--- src/rtl/rv32i_udp_reply_tx.sv ---
`default_nettype none
// ============================================================================
// Module      : rv32i_udp_reply_tx
// Description : Streams one Ethernet/IPv4/UDP reply frame (cmd + result) on
//               the MII TX nibble bus, with preamble, IP checksum and FCS.
// Revision    : 1.0 - initial release
// ============================================================================
module rv32i_udp_reply_tx #(
    parameter logic [47:0] SRC_MAC  = 48'h000A35010203,
    parameter logic [47:0] DST_MAC  = 48'hFFFFFFFFFFFF,
    parameter logic [31:0] SRC_IP   = 32'hC0A80002,
    parameter logic [31:0] DST_IP   = 32'hC0A80003,
    parameter logic [15:0] SRC_PORT = 16'd8080,
    parameter logic [15:0] DST_PORT = 16'd8080,
    parameter logic [7:0]  TTL      = 8'h80
) (
    input  logic        clk,
    input  logic        rst,
    input  logic        send,
    input  logic [31:0] cmd,
    input  logic [31:0] result,
    output logic        busy,
    output logic        done,
    output logic        txen,
    output logic        txer,
    output logic [3:0]  tdata
);

    localparam logic [2:0]  c_S_IDLE   = 3'd0;
    localparam logic [2:0]  c_S_PRE    = 3'd1;
    localparam logic [2:0]  c_S_BODY   = 3'd2;
    localparam logic [2:0]  c_S_FCS    = 3'd3;
    localparam logic [2:0]  c_S_IFG    = 3'd4;
    localparam logic [7:0]  c_POS_BODY = 8'd16;
    localparam logic [7:0]  c_POS_FCS  = 8'd136;
    localparam logic [7:0]  c_POS_END  = 8'd144;
    localparam logic [4:0]  c_IFG_LAST = 5'd23;
    localparam logic [31:0] c_CRC_POLY = 32'hEDB88320;

    logic [2:0]   r_state;
    logic [7:0]   r_pos;
    logic [4:0]   r_ifg;
    logic [15:0]  r_ident;
    logic [31:0]  r_cmd;
    logic [31:0]  r_result;
    logic [31:0]  r_crc;
    logic         r_busy;
    logic         r_done;
    logic         r_txen;
    logic [3:0]   r_tdata;

    logic [19:0]  w_sum;
    logic [16:0]  w_fold1;
    logic [15:0]  w_fold2;
    logic [15:0]  w_csum;
    logic [479:0] w_body;
    logic [7:0]   w_boff;
    logic [5:0]   w_bidx;
    logic [7:0]   w_byte;
    logic [3:0]   w_nib;

    // Reflected CRC-32 advanced by one nibble (LSB first)
    function automatic logic [31:0] crc_nibble(input logic [31:0] crc, input logic [3:0] nib);
        logic [31:0] c;
        c = crc ^ {28'h0, nib};
        for (int i = 0; i < 4; i++) begin
            c = c[0] ? ((c >> 1) ^ c_CRC_POLY) : (c >> 1);
        end
        return c;
    endfunction

    assign w_sum = 20'h04500 + 20'h00024 + {4'h0, r_ident} + 20'h04000
                 + {4'h0, TTL, 8'h11}
                 + {4'h0, SRC_IP[31:16]} + {4'h0, SRC_IP[15:0]}
                 + {4'h0, DST_IP[31:16]} + {4'h0, DST_IP[15:0]};
    // Two folds suffice: the first can carry at most one bit into bit 16
    assign w_fold1 = {1'b0, w_sum[15:0]} + {13'h0, w_sum[19:16]};
    assign w_fold2 = w_fold1[15:0] + {15'h0, w_fold1[16]};
    assign w_csum  = ~w_fold2;

    assign w_body = {DST_MAC, SRC_MAC, 16'h0800,
                     8'h45, 8'h00, 16'h0024, r_ident, 16'h4000, TTL, 8'h11, w_csum,
                     SRC_IP, DST_IP,
                     SRC_PORT, DST_PORT, 16'h0010, 16'h0000,
                     r_cmd, r_result, 80'h0};

    assign w_boff = r_pos - c_POS_BODY;
    assign w_bidx = (w_boff > 8'd119) ? 6'd0 : w_boff[6:1];
    assign w_byte = w_body[9'd479 - {w_bidx, 3'b000} -: 8];
    assign w_nib  = r_pos[0] ? w_byte[7:4] : w_byte[3:0];

    always_ff @(posedge clk) begin
        if (rst) begin
            r_state  <= c_S_IDLE;
            r_pos    <= 8'd0;
            r_ifg    <= 5'd0;
            r_ident  <= 16'd0;
            r_cmd    <= 32'd0;
            r_result <= 32'd0;
            r_crc    <= 32'hFFFFFFFF;
            r_busy   <= 1'b0;
            r_done   <= 1'b0;
            r_txen   <= 1'b0;
            r_tdata  <= 4'h0;
        end else begin
            r_done <= 1'b0;
            case (r_state)
                c_S_IDLE: begin
                    if (send) begin
                        r_cmd    <= cmd;
                        r_result <= result;
                        r_crc    <= 32'hFFFFFFFF;
                        r_pos    <= 8'd1;
                        r_tdata  <= 4'h5;
                        r_txen   <= 1'b1;
                        r_busy   <= 1'b1;
                        r_state  <= c_S_PRE;
                    end
                end
                c_S_PRE, c_S_BODY, c_S_FCS: begin
                    // r_pos is the index of the nibble presented at this edge
                    if (r_pos == c_POS_END) begin
                        r_txen  <= 1'b0;
                        r_tdata <= 4'h0;
                        r_done  <= 1'b1;
                        r_ident <= r_ident + 16'd1;
                        r_ifg   <= 5'd0;
                        r_state <= c_S_IFG;
                    end else begin
                        r_pos <= r_pos + 8'd1;
                        if (r_pos < c_POS_BODY) begin
                            r_tdata <= (r_pos == c_POS_BODY - 8'd1) ? 4'hD : 4'h5;
                        end else if (r_pos < c_POS_FCS) begin
                            r_tdata <= w_nib;
                            r_crc   <= crc_nibble(r_crc, w_nib);
                            r_state <= c_S_BODY;
                        end else begin
                            r_tdata <= ~r_crc[3:0];
                            r_crc   <= {4'h0, r_crc[31:4]};
                            r_state <= c_S_FCS;
                        end
                    end
                end
                c_S_IFG: begin
                    if (r_ifg == c_IFG_LAST) begin
                        r_busy  <= 1'b0;
                        r_state <= c_S_IDLE;
                    end else begin
                        r_ifg <= r_ifg + 5'd1;
                    end
                end
                default: r_state <= c_S_IDLE;
            endcase
        end
    end

    assign busy  = r_busy;
    assign done  = r_done;
    assign txen  = r_txen;
    assign txer  = 1'b0;
    assign tdata = r_tdata;

endmodule
`default_nettype wire
--- config.mk ---
export PLATFORM = sky130hd
export DESIGN_NAME = rv32i_udp_reply_tx
export DESIGN_NICKNAME = d
export VERILOG_FILES = /design/src/rtl/rv32i_udp_reply_tx.sv
export SDC_FILE = /design/constraint.sdc
export NUM_CORES = 1
export LEC_CHECK = 0
export BUFFER_PORTS_ARGS = -buffer_cell sky130_fd_sc_hd__buf_2
export CORE_UTILIZATION = 39
export CTS_BUF_LIST = sky130_fd_sc_hd__clkbuf_8
export DETAILED_ROUTE_END_ITERATION = 12
export HOLD_SLACK_MARGIN = 0.15
export SYNTH_ARGS = -nofsm -noshare
export SYNTH_HDL_FRONTEND = slang
export SYNTH_SLANG_ARGS = --single-unit
--- constraint.sdc ---
create_clock -name clk -period 5.85 [get_ports clk]
set_input_delay 0.2925 -clock clk [delete_from_list [all_inputs] [get_ports clk]]
set_output_delay 0.2925 -clock clk [all_outputs]
set_load 0.005 [all_outputs]
==> results.ini <==
[power_and_ir_drop]
power-per-cell-area_nw_per_um2 = 262
p_sw_mw = 1.01
comb_power_share_pct = 29.4
p_sw_share_pct = 36.9
internal_power_mw = 1.72
seqPwrFrac_pct = 41.0
ir_worst_vdd_uv = 140
pwr-share-clk_pct = 29.6
power.total_mw = 2.73
power_leakage_nw = 3.78

[final_layout]
area_growth_syn_to_layout_pct = 20.8
final_cell_mix = nand2_1, dfxtp_1, a21oi_1, nor2_1, buf_2
fin_cells = 1505
drive_gt1_share_pct = 17.8
finalNetCount = 1299
final_common_cell = nand2_1
seqCellArea_sq_um = 2710
num-fill-cells = 2154
diodes = 0
multi_input_area_sq_um = 5600

[detailed_routing]
viasPerCell = 5.57
detail-route-antenna-nets = 0
wirelength_um = 25500
wl_per_cell_um = 16.9
drc = 1
drt_iter0_drc = 745
dr_total_vias = 8381
firstDrtPassIters = 9

[critical_path]
r2r-start = r_ident[5]$_SDFFE_PP0P_
critPathMostFrequentCell = nand2_1
critPathKind = reg2reg
cp_slowest_stage_delay_ns = 0.41
critPathLaunchType = flip-flop
crit_fanout = 5
end_kind = flip-flop
arrival_ns = 5.66
crit_slowest_cell = o41ai_4
cp.required_ns = 6.16
critPathLaunch = r_ident[5]$_SDFFE_PP0P_

[die]
die_height_um = 151
start_util_pct = 39.6
dieArea_sq_um = 22700
core_sq_um = 21800
chipWidth_um = 151
io_pins = 75
rows = 54

[global_routing]
grt_pass1_vias = 7907
overflow = 0
grt.total_usage_pct = 23.0
antenna_found_initial = 0
grt_pass1_wl_um = 41100
grt_max_degree = 76

[logic_synthesis]
synth_area_per_cell_sq_um = 7.86
synth_ff_type = dfxtp_1
synth_top_area_cell = dfxtp_1
syn_area_sq_um = 8620
synthTopCellsByArea = dfxtp_1, nand2_1, a21oi_1
yosys_warnings = 0
yosysSeqAreaShare_pct = 31.3
synth_seq_cells = 135
yosysTopAreaCellShare_pct = 31.3
synth_edf_count = 0
synthCells = 1097
syn_nets = 1184
ys_types = 100
ys_async_sr_fraction_pct = 0

[cts]
cts_tree = built
cts_sinks = 135
cts.htree.levels = 4
clock_latency_ns = 0.47
numCtsBuffers = 17
clkTransAtPathRegs_ns = 0.09
cts_root_buffer = clkbuf_8
ctsLongestPathBuffers = 2

[timing]
slew_viol_final = 0
max_clock_freq_ghz = 0.187
fin_worst_skew_ns = 0.0165
setup_tns_ns = 0
setup_viol = 0
finalCritPeriodShare_pct = 91.5
slew_headroom_pct = 20.0
tightest_slew_ns = 1.20
hold_viol_final = 0
period_minus_slack_ns = 5.35
setup_ws_ns = 0.497
grt_setup_unrepaired = no

[placement]
preCtsSetupSlack_ns = 0.0767
dp.cells = 1407
place.gp.congestion = 0.968
numPortBuffers = 73
hpwlAfterDp_um = 17300

[job]
cap_violations = 0

[outcome]
violations = design-rule violations
status = complete, but fails checks

[min_path]
worstHoldPathType = in2reg
min_from = rst

## area by class of cell
cell class              count  area share, %
clock buffers              18           2.38
clock inverters            14           1.48
inverters                  22          0.793
multi-input cells         864           53.8
flip-flops and latches    135           26.0
well taps                 280           3.36
repair buffers            172           12.2
## metal layers
metal	GRT usage, %	share of wire, %
met5	0	0
met4	8.40	1.8
met3	3.79	4.0
met2	36.9	48
met1	31.1	47
## cells in the mapped netlist, types with 5 or more instances
cell,number
a22oi_1,8
buf_4,5
nor2b_1,5
clkbuf_1,45
o31ai_1,5
nor4_1,8
a21oi_1,111
a31oi_1,10
dfxtp_1,135
nand2_1,189
a21o_1,7
nand2b_1,23
a211oi_1,8
mux2_2,5
nor2_1,89
nand3_1,28
xor2_1,43
o21bai_1,6
nor3_1,28
o21ai_1,7
a311oi_1,6
o211ai_1,8
mux2i_1,16
xnor2_1,44
nand4_1,14
or3_1,6
buf_2,17
buf_1,7
a211o_1,5
ha_1,20
and3_1,9
o21ai_0,32
and2_1,6
mux4_2,8
inv_1,20
o22ai_1,13
or2_2,5
## path summary, 6_finish.rpt
kind                                                  end  slack, ns  cells past startpoint
worst max-delay path               r_crc[19]$_SDFFE_PP1P_       0.50                     26
worst min-delay path              r_ident[5]$_SDFFE_PP0P_       0.25                      2
worst max register to register     r_crc[19]$_SDFFE_PP1P_       0.50                     26
worst min register to register  r_result[30]$_SDFFE_PP0P_       0.46                      2
## metrics by stage
step                      utilization (%)  hold slack (ns)  cell area [sq um]
after floorplan                         -            0.428               8620
after global placement               42.5            0.441               9260
after detailed placement             42.5            0.443               9260
after CTS                            47.3            0.241              10300
after global routing                 47.9            0.234              10400
final                                47.9            0.247              10400
## power by group through the flow
stage / clock network [mW] / registers (mW) / logic (mW)
finish: 0.808 / 1.12 / 0.802
global route: 0.869 / 1.13 / 0.884
CTS: 0.822 / 1.12 / 0.788
detailed placement: 0 / 1.14 / 0.752
global placement: 0 / 1.14 / 0.751
floorplan: 0 / 1.10 / 0.588
## registers in the layout, summed over array words and instances, names as in the netlist
register,flops
r_ident,16
r_ifg,5
r_state,3
r_pos,8
tdata,4
busy,1
r_crc,32
txen,1
r_result,32
done,1
r_cmd,32
## critical path, delay by kind of cell (launching register included)
family / cells / cell delay [ns]
adders and majority gates: 4 / 0.92
muxes: 2 / 0.73
buffers and inverters: 1 / 0.05
and+or+nand+nor: 13 / 1.87
xor gates and xnor gates: 2 / 0.37
DFF: 1 / 0.33
AOI/OAI and AO/OA: 4 / 0.93
## what timing repair did
action                                 CTS  global route
hold buffers                            64             0
endpoints found under the hold margin   64             0
setup buffers                            0             2
gates resized for setup                  0            23
setup endpoints to repair                0            27
## cell families (layout without fill, tap and decap cells)
group                      Yosys count  count (layout)  synth area share, %
and+or+nand+nor                    439             439                 24.2
xor gates and xnor gates            92              92                 9.85
adders and majority gates           20              20                 2.90
AOI/OAI and AO/OA                  282             282                 22.0
buffers and inverters               98             226                 4.86
muxes                               30              30                 4.77
DFF                                135             135                 31.3
other                                1               1               0.0435
Power figures use the tool's default switching activity.
